===== config.mk =====
export PLATFORM = sky130hd
export DESIGN_NAME = multi_voice_sequencer
export DESIGN_NICKNAME = d
export VERILOG_FILES = /design/src/rtl/multi_voice_sequencer.sv
export SDC_FILE = /design/constraint.sdc
export NUM_CORES = 1
export LEC_CHECK = 0
export BUFFER_PORTS_ARGS = -buffer_cell sky130_fd_sc_hd__buf_2
export CORE_AREA = 2 2 200 202
export DETAILED_ROUTE_END_ITERATION = 8
export DIE_AREA = 0 0 202 204
export GPL_TIMING_DRIVEN = 1
export PLACE_DENSITY = 0.74
export REMOVE_ABC_BUFFERS = 1
export SLEW_MARGIN = 20
export SYNTH_ARGS = -nofsm -noshare
export SYNTH_HDL_FRONTEND = slang
export SYNTH_SLANG_ARGS = --single-unit

===== constraint.sdc =====
create_clock -name clock -period 5.7 [get_ports clock]
set_input_delay 0 -clock clock [delete_from_list [all_inputs] [get_ports clock]]
set_output_delay 0 -clock clock [all_outputs]
set_load 0.03 [all_outputs]

===== src/rtl/multi_voice_sequencer.sv =====
// -----------------------------------------------------------------------------
// multi_voice_sequencer
//
// Purpose:
//   NUM_VOICES independent tone voices. Each voice walks its own sequence
//   memory (one period word per step), holds each note for step_div+1 PLAY
//   clocks, and synthesises a square wave whose duty is the period scaled
//   down by the per-voice volume shift. Voices run looping (music) or
//   one-shot on trigger (effects). All voice outputs are ORed into one
//   registered PWM bit for the audio jack.
//
// Ports (voice i uses slice i of every per-voice bus):
//   clock      in   system clock
//   reset      in   synchronous, active-high
//   enable     in   [NUM_VOICES]            per-voice run/pause gate
//   loop_mode  in   [NUM_VOICES]            1 = loop forever, 0 = one-shot
//   trigger    in   [NUM_VOICES]            1-cycle pulse, restart at addr 0
//   step_div   in   [NUM_VOICES*STEP_W]     note hold = step_div+1 PLAY clocks
//   vol_shift  in   [NUM_VOICES*3]          duty = period >> (1+vol_shift)
//   seq_addr   out  [NUM_VOICES*ADDR_W]     sequence memory address
//   seq_data   in   [NUM_VOICES*PERIOD_W]   word, valid 1 cycle after seq_addr
//   busy       out  [NUM_VOICES]            voice not IDLE
//   voice_out  out  [NUM_VOICES]            per-voice square wave (registered)
//   pwm_out    out                          OR of all voices (registered)
//   audio_en   out                          audio jack enable
//
// Sequence words: 0 = rest, all-ones = end marker, otherwise period in clocks.
//
// Handshake: there is no valid/ready pair. The memory interface is a fixed
// latency read: the address is held through FETCH1 (memory samples it on the
// edge leaving FETCH1) and the word is captured in FETCH2.
// -----------------------------------------------------------------------------
module multi_voice_sequencer #(
   parameter int NUM_VOICES = 4,
   parameter int PERIOD_W   = 20,
   parameter int ADDR_W     = 9,
   parameter int STEP_W     = 23
) (
   input  logic                           clock,
   input  logic                           reset,
   input  logic [NUM_VOICES-1:0]          enable,
   input  logic [NUM_VOICES-1:0]          loop_mode,
   input  logic [NUM_VOICES-1:0]          trigger,
   input  logic [NUM_VOICES*STEP_W-1:0]   step_div,
   input  logic [NUM_VOICES*3-1:0]        vol_shift,
   output logic [NUM_VOICES*ADDR_W-1:0]   seq_addr,
   input  logic [NUM_VOICES*PERIOD_W-1:0] seq_data,
   output logic [NUM_VOICES-1:0]          busy,
   output logic [NUM_VOICES-1:0]          voice_out,
   output logic                           pwm_out,
   output logic                           audio_en
);

   typedef enum logic [1:0] {
      S_IDLE   = 2'd0,
      S_FETCH1 = 2'd1,
      S_FETCH2 = 2'd2,
      S_PLAY   = 2'd3
   } state_e;

   localparam logic [PERIOD_W-1:0] END_MARK = '1;

   for (genvar v = 0; v < NUM_VOICES; v++) begin : g_voice
      state_e              state_q, state_d;
      logic [ADDR_W-1:0]   addr_q, addr_d;
      logic [STEP_W-1:0]   tick_q, tick_d;
      logic [PERIOD_W-1:0] phase_q, phase_d;
      logic [PERIOD_W-1:0] period_q, period_d;
      logic                vout_q, vout_d;

      logic [STEP_W-1:0]   sd;
      logic [2:0]          vs;
      logic [PERIOD_W-1:0] data;
      logic [PERIOD_W-1:0] duty;

      assign sd   = step_div[v*STEP_W +: STEP_W];
      assign vs   = vol_shift[v*3 +: 3];
      assign data = seq_data[v*PERIOD_W +: PERIOD_W];
      // Shift amount is 1..8, so it needs four bits to avoid wrapping at vs=7.
      assign duty = period_q >> ({1'b0, vs} + 4'd1);

      always_comb begin
         state_d  = state_q;
         addr_d   = addr_q;
         tick_d   = tick_q;
         phase_d  = phase_q;
         period_d = period_q;
         vout_d   = 1'b0;
         if (trigger[v]) begin
            // Trigger overrides everything, even a pause or an end-marker capture.
            state_d = S_FETCH1;
            addr_d  = '0;
            tick_d  = '0;
            phase_d = '0;
         end else if (enable[v]) begin
            // With enable low nothing below runs, so the whole voice freezes.
            case (state_q)
               S_IDLE: begin
                  if (loop_mode[v]) begin
                     state_d = S_FETCH1;
                     addr_d  = '0;
                  end
               end
               S_FETCH1: state_d = S_FETCH2;
               S_FETCH2: begin
                  if (data == END_MARK) begin
                     if (loop_mode[v]) begin
                        addr_d  = '0;
                        state_d = S_FETCH1;
                     end else begin
                        state_d = S_IDLE;
                     end
                  end else begin
                     period_d = data;
                     phase_d  = '0;
                     tick_d   = '0;
                     state_d  = S_PLAY;
                  end
               end
               S_PLAY: begin
                  if (period_q != '0) begin
                     vout_d  = (phase_q < duty);
                     phase_d = (phase_q == period_q - 1'b1) ? '0 : phase_q + 1'b1;
                  end
                  if (tick_q == sd) begin
                     tick_d  = '0;
                     addr_d  = addr_q + 1'b1;
                     // Falling off the end of memory ends a one-shot voice.
                     state_d = (addr_q == '1 && !loop_mode[v]) ? S_IDLE : S_FETCH1;
                  end else begin
                     tick_d = tick_q + 1'b1;
                  end
               end
               default: state_d = S_IDLE;
            endcase
         end
      end

      always_ff @(posedge clock) begin
         if (reset) begin
            state_q  <= S_IDLE;
            addr_q   <= '0;
            tick_q   <= '0;
            phase_q  <= '0;
            period_q <= '0;
            vout_q   <= 1'b0;
         end else begin
            state_q  <= state_d;
            addr_q   <= addr_d;
            tick_q   <= tick_d;
            phase_q  <= phase_d;
            period_q <= period_d;
            vout_q   <= vout_d;
         end
      end

      assign seq_addr[v*ADDR_W +: ADDR_W] = addr_q;
      assign busy[v]                      = (state_q != S_IDLE);
      assign voice_out[v]                 = vout_q;
   end

   logic pwm_q;
   logic audio_en_q;

   always_ff @(posedge clock) begin
      if (reset) begin
         pwm_q      <= 1'b0;
         audio_en_q <= 1'b0;
      end else begin
         pwm_q      <= |voice_out;
         audio_en_q <= 1'b1;
      end
   end

   assign pwm_out  = pwm_q;
   assign audio_en = audio_en_q;

endmodule


==> impl_metrics.toml, run 1 <==
[critical_path]
worstPathBufferInverterCount = 1
end_kind = "flop"
critPathMaxFanout = 11
cp.depth = 10
start_kind = "flop"
worstPathArrival_ns = 4.31
critical_path.top_delay_family = "simple AND/OR/NAND/NOR gates"
crit_path_end = "g_voice[2].phase_q[17]$_SDFFE_PP0P_"
rr_worst_depth = 10
cp_slowest_stage_delay_ns = 0.65
crit_path_cell_trace = "inv_1 -> ha_1 -> or4b_1 -> or3_1 -> or4_1 -> xnor2_1 -> a2111oi_2 -> a31oi_4 -> nor2_1 -> o21ai_0"
required_ns = 6.11
r2r_end = "g_voice[2].phase_q[17]$_SDFFE_PP0P_"
crit_start = "g_voice[2].period_q[0]$_SDFFE_PP0P_"
regToRegSetupSlack_ns = 1.79
r2r-start = "g_voice[2].period_q[0]$_SDFFE_PP0P_"
path_class = "reg -> reg"
crit_slowest_cell = "nor2_1"

[cts]
postCtsSetupBuffers = 0
clockBufferDepth = 3
cts_buffers = 36
clock-root-buffer = "clkbuf_16"
htreeDepth = 2
clkTransAtPathRegs_ns = 0.07
clk_latency_ns = 0.56
clock-sinks = 302
cts_tree = "yes"

[timing]
rsz0062_at_grt = "no"
fmax_ghz = 0.256
hold_viol = 0
max_slew_margin_pct = 31.0
setup_tns_ns = 0
clock_skew_ns = 0.0224
drv_slew = 0
worstMarginPinSlew_ns = 1.03
setup_viol = 0
finalCritPeriodShare_pct = 68.5
period_minus_slack_ns = 3.91
whs_ns = 0.0293

[floorplan]
ios = 244
die_w_um = 202
die-area_mm2 = 0.0412
core_mm2 = 0.0392
dieHeight_um = 204
start_util_pct = 54.2
rows = 73

[logic_synthesis]
synth.ff_latch_count = 302
ys.flop_type = "dfxtp_1"
synth_edf_count = 0
syn-cell-area_mm2 = 0.0212
yosys.area.top_type_share_pct = 28.5
syn_inst = 2596
ys_seq_area_share_pct = 28.5
ys_warn_count = 0
async_reset_ff_share_pct = 0
synth_area_leaders = "dfxtp_1 28%, mux2i_1 9.8%, xnor2_1 6.3%, xor2_1 6.1%, nor2_1 5.6%"
yosys.area.top_type = "dfxtp_1"
synth.avg_cell_area_um2 = 8.17
yosysUniqueCellTypes = 75

[detailed_routing]
firstDrtPassIters = 5
avgRoutedWirePerCell_um = 18.0
vias = 20400
wirelength_um = 61700
viasPerCell = 5.96
ant_nets = 0
drc = 0
drtIter0Drc = 1228

[place]
gp_congestion = 0.954
dpl.hpwl_um = 45700
portBuffers = 243

[finish]
drive_above_1_share_pct = 13.0
syn2layout_area_growth_pct = 18.3
fillCellCount = 3348
fin_nets = 3150

[grt]
grt_antenna_before_repair = 15
grt_max_degree = 62
use_met3_pct = 5.85
grt_pass1_vias = 19500
use_met2_pct = 48.8
grt_pass1_wl_um = 99400
busiest_layer = "met2"
track_usage_pct = 29.2
use_met1_pct = 37.5
globalRouteOverflowTotal = 0

[outcome]
status = "finished clean"

[worst_hold_path]
hold_path_class = "in -> reg"

[power_and_ir_drop]
cellPowerDensity_mw_per_mm2 = 203
finalPower_w = 0.00508
max-vdd-ir-drop_v = 0.000212
leakagePower_nw = 10.1

[flow_run]
drv_cap = 0
==> cells in the mapped netlist (7+ instances only) <==
library cell  instances
buf_1                21
inv_1                54
or3_1                33
and2_1               19
dfxtp_1             302
a31o_2                7
or4_1                19
o21a_1                9
nand2_1             176
nor4b_1               8
nand4_1              90
clkbuf_1            111
a21oi_1             115
o22ai_1              14
nor3_1               75
a211oi_1             22
nor4_1               50
a2111oi_0             9
nand3b_1              7
buf_2                 7
o21ai_0              93
a21o_1               20
xnor2_1             153
a22o_1               27
ha_1                 92
or2_2                14
and3_1               62
nor2b_1              23
nand3_1              99
nor3b_1              11
and4_1               13
mux2i_1             208
nor2_1              317
a311oi_1              9
a31oi_1              13
o31ai_1              15
nand2b_1             26
xor2_1              149
mux4_2               22
==> registers in the layout (all words and copies together), names as in the netlist <==
name,cells
audio_en,1
g_voice.addr_q,36
g_voice.period_q,80
g_voice.phase_q,80
g_voice.state_q,8
g_voice.tick_q,92
g_voice.vout_q,4
pwm_out,1
==> logic make-up after synthesis <==
| logic type | after synthesis | share of synthesized area (%) |
|---|---|---|
| simple gates | 1058 | 25.1 |
| compound gates | 406 | 12.4 |
| xor+xnor | 302 | 12.5 |
| flops | 302 | 28.5 |
| mux | 233 | 12.3 |
| buf+inv | 203 | 3.77 |
| fa+ha+maj | 92 | 5.42 |
==> area by class of cell <==
cell class	count	area (µm²)	area share [%]
Multi-Input combinational cell	2091	14400	57.4
Sequential cell	302	6050	24.1
Timing Repair Buffer	372	2480	9.90
Clock buffer	46	1010	4.02
Tap cell	525	657	2.62
Clock inverter	18	255	1.02
Inverter	57	214	0.853
Antenna cell	11	27.5	0.110
==> tightest hold or removal path, delay by kind of cell <==
family | cells | cell delay, ns
AO/OA/AOI/OAI | 1 | 0.24
buffers and inverters | 1 | 0.10
AND/OR/NAND/NOR | 2 | 0.19
==> worst min path at each step <==
stage	start	endpoint	slack (ns)	cells past startpoint
after floorplan	reset	g_voice[0].period_q[0]$_SDFFE_PP0P_	0.07	1
after global placement	seq_data[64]	g_voice[3].period_q[4]$_SDFFE_PP0P_	0.25	3
after detailed placement	seq_data[8]	g_voice[0].period_q[8]$_SDFFE_PP0P_	0.26	3
after CTS	loop_mode[3]	g_voice[3].addr_q[2]$_SDFFE_PP0P_	0.005	4
after global routing	loop_mode[0]	g_voice[0].addr_q[2]$_SDFFE_PP0P_	0.06	4
final	loop_mode[3]	g_voice[3].addr_q[2]$_SDFFE_PP0P_	0.03	4
==> metrics by stage <==
stage	instances	instance area (µm²)	utilization (%)	setup slack, ns
after floorplan	2450	20600	-	1.67
after global routing	3415	25100	64.0	1.67
final	3422	25100	64.0	1.79
after detailed placement	3228	22600	57.7	1.87
after CTS	3411	25100	64.0	1.85
after global placement	3228	22600	57.7	2.02
==> metal layers <==
metal	vias up	wire, µm
met5	-	62
met2	620	28800
met3	128	3830
met1	9709	27000
li1	9916	-
met4	10	1940
==> power by group <==
group / switching [W] / internal, W
Sequential: 0.0000142 / 0.00212
Combinational: 0.000247 / 0.000212
Clock: 0.000965 / 0.00153
==> layout by cell type (no fill, tap or decap), drive strengths merged, types with 8 or more instances in the layout <==
master       count
nor4b            8
mux4            22
buf            253
a2111oi         10
diode           11
nand3           99
a21oi          115
or4             20
nand2          176
xor2           149
nor3b           11
a211oi          22
ha              92
nor3            75
nand2b          26
xnor2          153
mux2i          208
clkinv          10
o21a             9
and2            19
and3            62
or2             14
nand4           90
a31oi           14
or3             33
inv             56
o22ai           14
a311oi           9
dfxtp          302
dlygate4sd3    119
a21o            20
nor4            53
clkbuf          46
o31ai           15
a22o            27
nor2b           23
nor2           318
and4            13
o21ai           96
==> timing repair <==
action                                  CTS  global route
endpoints found under the hold margin   129             0
gates resized for setup                   0             0
hold buffers                            119             0
endpoints found under the setup margin    0             0
No activity file was read; power rests on OpenSTA's default activity.
==> inputs of run 2 (changes only) <==
--- a/config.mk
+++ b/config.mk
@@ -6,11 +6,11 @@
 export NUM_CORES = 1
 export LEC_CHECK = 0
 export BUFFER_PORTS_ARGS = -buffer_cell sky130_fd_sc_hd__buf_2
-export CORE_AREA = 2 2 200 202
+export CORE_AREA = 2 2 202 204
 export DETAILED_ROUTE_END_ITERATION = 8
-export DIE_AREA = 0 0 202 204
+export DIE_AREA = 0 0 204 206
 export GPL_TIMING_DRIVEN = 1
-export PLACE_DENSITY = 0.74
+export PLACE_DENSITY = 0.76
 export REMOVE_ABC_BUFFERS = 1
 export SLEW_MARGIN = 20
 export SYNTH_ARGS = -nofsm -noshare
==> constraint.sdc (replaced) <==
create_clock -name clock -period 3.4 [get_ports clock]
set_input_delay 0 -clock clock [delete_from_list [all_inputs] [get_ports clock]]
set_output_delay 0 -clock clock [all_outputs]
set_load 0.03 [all_outputs]
==> impl_metrics.toml, run 2 (synthesis gave the netlist of run 1 again) <==
[detailed_routing]
avgRoutedWirePerCell_um = 18.2
drtIter0Drc = 1717
wirelength_um = 63300
firstDrtPassIters = 5
vias = 20700
ant_nets = 0
viasPerCell = 5.97
drc = 0

[worst_hold_path]
hp-start = "loop_mode[3]"
holdPathStages = 4
hold_path_class = "in -> reg"
hold_end = "g_voice[3].addr_q[7]$_SDFFE_PP0P_"

[finish]
syn2layout_area_growth_pct = 19.9
fillCellCount = 3422
seqCellArea_mm2 = 0.00605
layout_commonest_cell = "nor2_1"
largestRegisters = "g_voice.tick_q: 92 flops, g_voice.period_q: 80 flops, g_voice.phase_q: 80 flops"
multi_input_area_mm2 = 0.0145
drive_above_1_share_pct = 14.6
fin_nets = 3193
final_util_pct = 63.3
largest_reg_flops = 92
final_cell_mix = "317 x nor2_1, 302 x dfxtp_1, 242 x buf_2"
regMostFlops = "g_voice.tick_q"

[critical_path]
required_ns = 3.84
regToRegSetupSlack_ns = 0.11
path_class = "reg -> reg"
start_kind = "flop"
crit_path_cell_trace = "xnor2_1 -> nand4_1 -> nor4_4 -> a21oi_1 -> nand2b_1 -> a2111oi_1 -> dlygate4sd3_1 -> nor2_1 -> dlygate4sd3_1"
worstPathArrival_ns = 3.74
cp_slowest_stage_delay_ns = 0.61
cp_common_cell = "dlygate4sd3_1"
critPathMaxFanout = 6
crit_slowest_cell = "dlygate4sd3_1"
end_kind = "flop"
r2r-start = "g_voice[1].tick_q[2]$_SDFFE_PP0P_"
r2r_end = "g_voice[1].state_q[0]$_SDFFE_PP0P_"
rr_worst_depth = 9

[cts]
clkTransAtPathRegs_ns = 0.06
cts_buffers = 37
cts_tree = "yes"
htreeDepth = 2
clock-root-buffer = "clkbuf_16"
clock-sinks = 302
clockBufferDepth = 3
clk_latency_ns = 0.56

[flow_run]
drv_cap = 0

[timing]
period_minus_slack_ns = 3.29
clock_skew_ns = 0.0257
setup_tns_ns = 0
max_slew_margin_pct = 25.6
setup_viol = 0
fmax_ghz = 0.304
drv_slew = 0
finalCritPeriodShare_pct = 96.8
worstMarginPinSlew_ns = 1.11
hold_viol = 0

[grt]
grt_pass1_wl_um = 101000
track_usage_pct = 29.3
grt_antenna_before_repair = 11
globalRouteOverflowTotal = 0
grt_max_degree = 42
grt_pass1_vias = 20200

[place]
gp_congestion = 0.971
dpl.hpwl_um = 46300
portBuffers = 243

[floorplan]
dieHeight_um = 206
die_w_um = 204
ios = 244
rows = 74
start_util_pct = 52.8
die-area_mm2 = 0.0420
core_mm2 = 0.0402

[power_and_ir_drop]
max-vdd-ir-drop_v = 0.000296
leakagePower_nw = 10.3
cellPowerDensity_mw_per_mm2 = 332

[outcome]
status = "finished clean"
-- run 2: cell count changes in the layout (fill, tap and decap cells not counted), sizes merged --
cell	delta
dlygate4sd3	-6
buf	+47
a31oi	+1
clkbuf	+8
bufinv	-3
clkinvlp	-3
clkinv	-1
-- run 2: where the power goes --
group	total, W	switching [W]	leakage [nW]	internal (W)
clock network	0.00407	0.00160	0.618	0.00247
logic	0.000799	0.000432	7.21	0.000367
registers	0.00357	0.0000235	2.43	0.00355
total	0.00844	0.00205	10.3	0.00639
-- run 2: layout make-up --
class,count,area share (%)
sequential,302,23.8
inverter,57,0.841
antenna,11,0.108
tap,532,2.62
clock inverter,11,0.570
clock buffer,54,4.32
timing repair buffer,413,10.9
multi-input combinational,2092,56.9
-- run 2: how the worst max path moves through the flow --
| stage | slack, ns | cells past startpoint | end | startpoint |
|---|---|---|---|---|
| final | 0.11 | 9 | g_voice[1].state_q[0]$_SDFFE_PP0P_ | g_voice[1].tick_q[2]$_SDFFE_PP0P_ |
| after global routing | -0.05 | 9 | g_voice[1].state_q[0]$_SDFFE_PP0P_ | g_voice[1].tick_q[2]$_SDFFE_PP0P_ |
| after CTS | 0.007 | 11 | g_voice[2].phase_q[17]$_SDFFE_PP0P_ | g_voice[2].period_q[0]$_SDFFE_PP0P_ |
| after detailed placement | 0.004 | 11 | g_voice[2].phase_q[17]$_SDFFE_PP0P_ | g_voice[2].period_q[0]$_SDFFE_PP0P_ |
| after global placement | 0.09 | 11 | g_voice[2].phase_q[17]$_SDFFE_PP0P_ | g_voice[2].period_q[0]$_SDFFE_PP0P_ |
| after floorplan | -0.63 | 4 | g_voice[1].period_q[0]$_SDFFE_PP0P_ | g_voice[1].state_q[1]$_SDFFE_PP0P_ |
-- run 2: stage by stage --
stage / instances / instance area, µm² / hold WS [ns] / total power, W / worst slack, ns
floorplan: 2450 / 20600 / 0.0724 / 0.00399 / -0.628
global placement: 3279 / 22900 / 0.248 / 0.00431 / 0.0896
detailed placement: 3279 / 22900 / 0.262 / 0.00433 / 0.00361
CTS: 3457 / 25300 / 0.0263 / 0.00851 / 0.00732
global route: 3469 / 25400 / 0.112 / 0.00873 / -0.0477
finish: 3472 / 25400 / 0.0520 / 0.00844 / 0.108
-- run 2: timing repair --
| action | in CTS | in global routing |
|---|---|---|
| setup buffers | 0 | 3 |
| endpoints found under the hold margin | 135 | 0 |
| setup endpoints to repair | 0 | 34 |
| hold buffers | 113 | 0 |
| resized for setup | 0 | 12 |
-- run 2: worst max-delay path, delay by kind of cell, from the launching register on --
kind	cells	cell delay, ns
AOI/OAI and AO/OA	2	0.60
xor gates and xnor gates	1	0.15
buffers and inverters	2	1.17
DFF	1	0.44
and+or+nand+nor	4	0.82
-- run 2: metal layers --
| layer | GRT usage (%) | wire length (µm) | up-vias |
|---|---|---|---|
| met5 | 0 | 40 | - |
| met4 | 14.0 | 2470 | 6 |
| met3 | 4.27 | 3670 | 165 |
| li1 | - | - | 10000 |
| met2 | 49.2 | 29800 | 763 |
| met1 | 37.0 | 27300 | 9789 |
==> inputs of run 3 (changes only) <==
--- a/config.mk
+++ b/config.mk
@@ -5,7 +5,7 @@
 export SDC_FILE = /design/constraint.sdc
 export NUM_CORES = 1
 export LEC_CHECK = 0
-export BUFFER_PORTS_ARGS = -buffer_cell sky130_fd_sc_hd__buf_2
+export BUFFER_PORTS_ARGS = -buffer_cell sky130_fd_sc_hd__buf_4
 export CORE_AREA = 2 2 202 204
 export DETAILED_ROUTE_END_ITERATION = 8
 export DIE_AREA = 0 0 204 206
==> impl_metrics.toml, run 3 (synthesis gave the netlist of run 1 again) <==
[outcome]
status = "finished clean"

[critical_path]
start_kind = "flop"
crit_slowest_cell = "or4_1"
critPathMaxFanout = 7
crit_path_cell_trace = "or4_1 -> or4_1 -> nor3_1 -> nor3_1 -> nor4_1 -> buf_4 -> a31oi_4 -> buf_4 -> a21oi_1 -> o22ai_1"
critical_path.top_delay_family = "simple AND/OR/NAND/NOR gates"
worstPathArrival_ns = 3.70
cp_slowest_stage_delay_ns = 0.63
path_class = "reg -> reg"
required_ns = 3.83
worstPathBufferInverterCount = 2
end_kind = "flop"

[finish]
final_area_mm2 = 0.0261
final_cell_mix = "317 x nor2_1, 305 x buf_4, 302 x dfxtp_1"
regMostFlops = "g_voice.tick_q"
final_cell_count_no_fill = 3471
final_util_pct = 65.0
fin_nets = 3193
largest_reg_flops = 92
largestRegisters = "g_voice.tick_q: 92 flops, g_voice.period_q: 80 flops, g_voice.phase_q: 80 flops"
syn2layout_area_growth_pct = 23.0
layout_commonest_cell = "nor2_1"
drive_above_1_share_pct = 14.7

[timing]
worstMarginPinSlew_ns = 0.780
setup_tns_ns = 0
clock_skew_ns = 0.0146
hold_viol = 0
drv_slew = 0
fmax_ghz = 0.306
finalCritPeriodShare_pct = 96.1
period_minus_slack_ns = 3.27
max_slew_margin_pct = 47.9
setup_viol = 0

[detailed_routing]
firstDrtPassIters = 6
avgRoutedWirePerCell_um = 18.4
vias = 20800
ant_nets = 0
drc = 0
viasPerCell = 5.98
drtIter0Drc = 1331
wirelength_um = 63900

[worst_hold_path]
hold_path_class = "in -> reg"

[cts]
cts_buffers = 38
clkTransAtPathRegs_ns = 0.05
htreeDepth = 2
clock-root-buffer = "clkbuf_16"
clockBufferDepth = 3
clock-sinks = 302
clk_latency_ns = 0.56
cts_tree = "yes"

[floorplan]
rows = 74
die-area_mm2 = 0.0420
die_w_um = 204
start_util_pct = 52.8
dieHeight_um = 206
core_mm2 = 0.0402
ios = 244

[power_and_ir_drop]
leakagePower_nw = 10.5
cellPowerDensity_mw_per_mm2 = 338
max-vdd-ir-drop_v = 0.000267

[flow_run]
drv_cap = 0

[place]
place_area_mm2 = 0.0236
dp.cells = 3288
portBuffers = 243
dpl.hpwl_um = 47100
gp_congestion = 0.957

[grt]
grt_max_degree = 44
busiest_layer = "met2"
use_met3_pct = 5.82
grt_pass1_vias = 20000
use_met2_pct = 50.5
globalRouteOverflowTotal = 0
grt_antenna_before_repair = 10
grt_pass1_wl_um = 101000
use_met1_pct = 36.5
track_usage_pct = 29.6
## run 3: what timing repair did
action,in CTS,in global routing
setup endpoints to repair,0,32
buffers inserted,0,0
resized for setup,0,4
hold buffers,107,0
hold endpoints to repair,138,0
## run 3: worst paths after layout
check | endpoint | startpoint | cells past startpoint | slack (ns)
worst min-delay path | g_voice[3].addr_q[7]$_SDFFE_PP0P_ | loop_mode[3] | 4 | 0.05
worst max-delay path | g_voice[2].phase_q[7]$_SDFFE_PP0P_ | g_voice[2].period_q[0]$_SDFFE_PP0P_ | 10 | 0.13
worst max register to register | g_voice[2].phase_q[7]$_SDFFE_PP0P_ | g_voice[2].period_q[0]$_SDFFE_PP0P_ | 10 | 0.13
worst min register to register | g_voice[1].addr_q[8]$_SDFFE_PP0P_ | g_voice[1].addr_q[8]$_SDFFE_PP0P_ | 2 | 0.49
## run 3: worst reg2reg max path, cell delays in order, from the launching register on
cell,delay [ns]
dfxtp_1,0.36
or4_1,0.63
or4_1,0.63
nor3_1,0.23
nor3_1,0.08
nor4_1,0.43
buf_4,0.21
a31oi_4,0.13
buf_4,0.19
a21oi_1,0.15
o22ai_1,0.11
## run 3: per-layer routing
layer,vias to the layer above,share of wire (%)
li1,9988,-
met1,9910,42
met2,700,48
met3,156,6.4
met4,4,3.5
met5,-,0.042
## run 3: power by group
part	internal, W	switching [W]
Sequential	0.00355	0.0000222
Clock	0.00275	0.00164
Combinational	0.000432	0.000434
## run 3: cell type report
cell class	instances	area [µm²]
tap	532	666
clock inverter	14	206
fill	3309	14100
sequential	302	6050
timing repair buffer	413	3380
antenna	7	17.5
clock buffer	55	1160
inverter	57	214
multi-input combinational	2091	14400
## run 3: metrics by stage
stage	hold WS, ns	setup WS (ns)	total power [W]
6_report	0.0535	0.132	0.00883
5_1_grt	0.0514	-0.0136	0.00910
4_1_cts	0.00831	0.0421	0.00889
3_5_place_dp	0.254	0.0574	0.00440
3_3_place_gp	0.243	0.137	0.00439
2_1_floorplan	0.0724	-0.628	0.00399
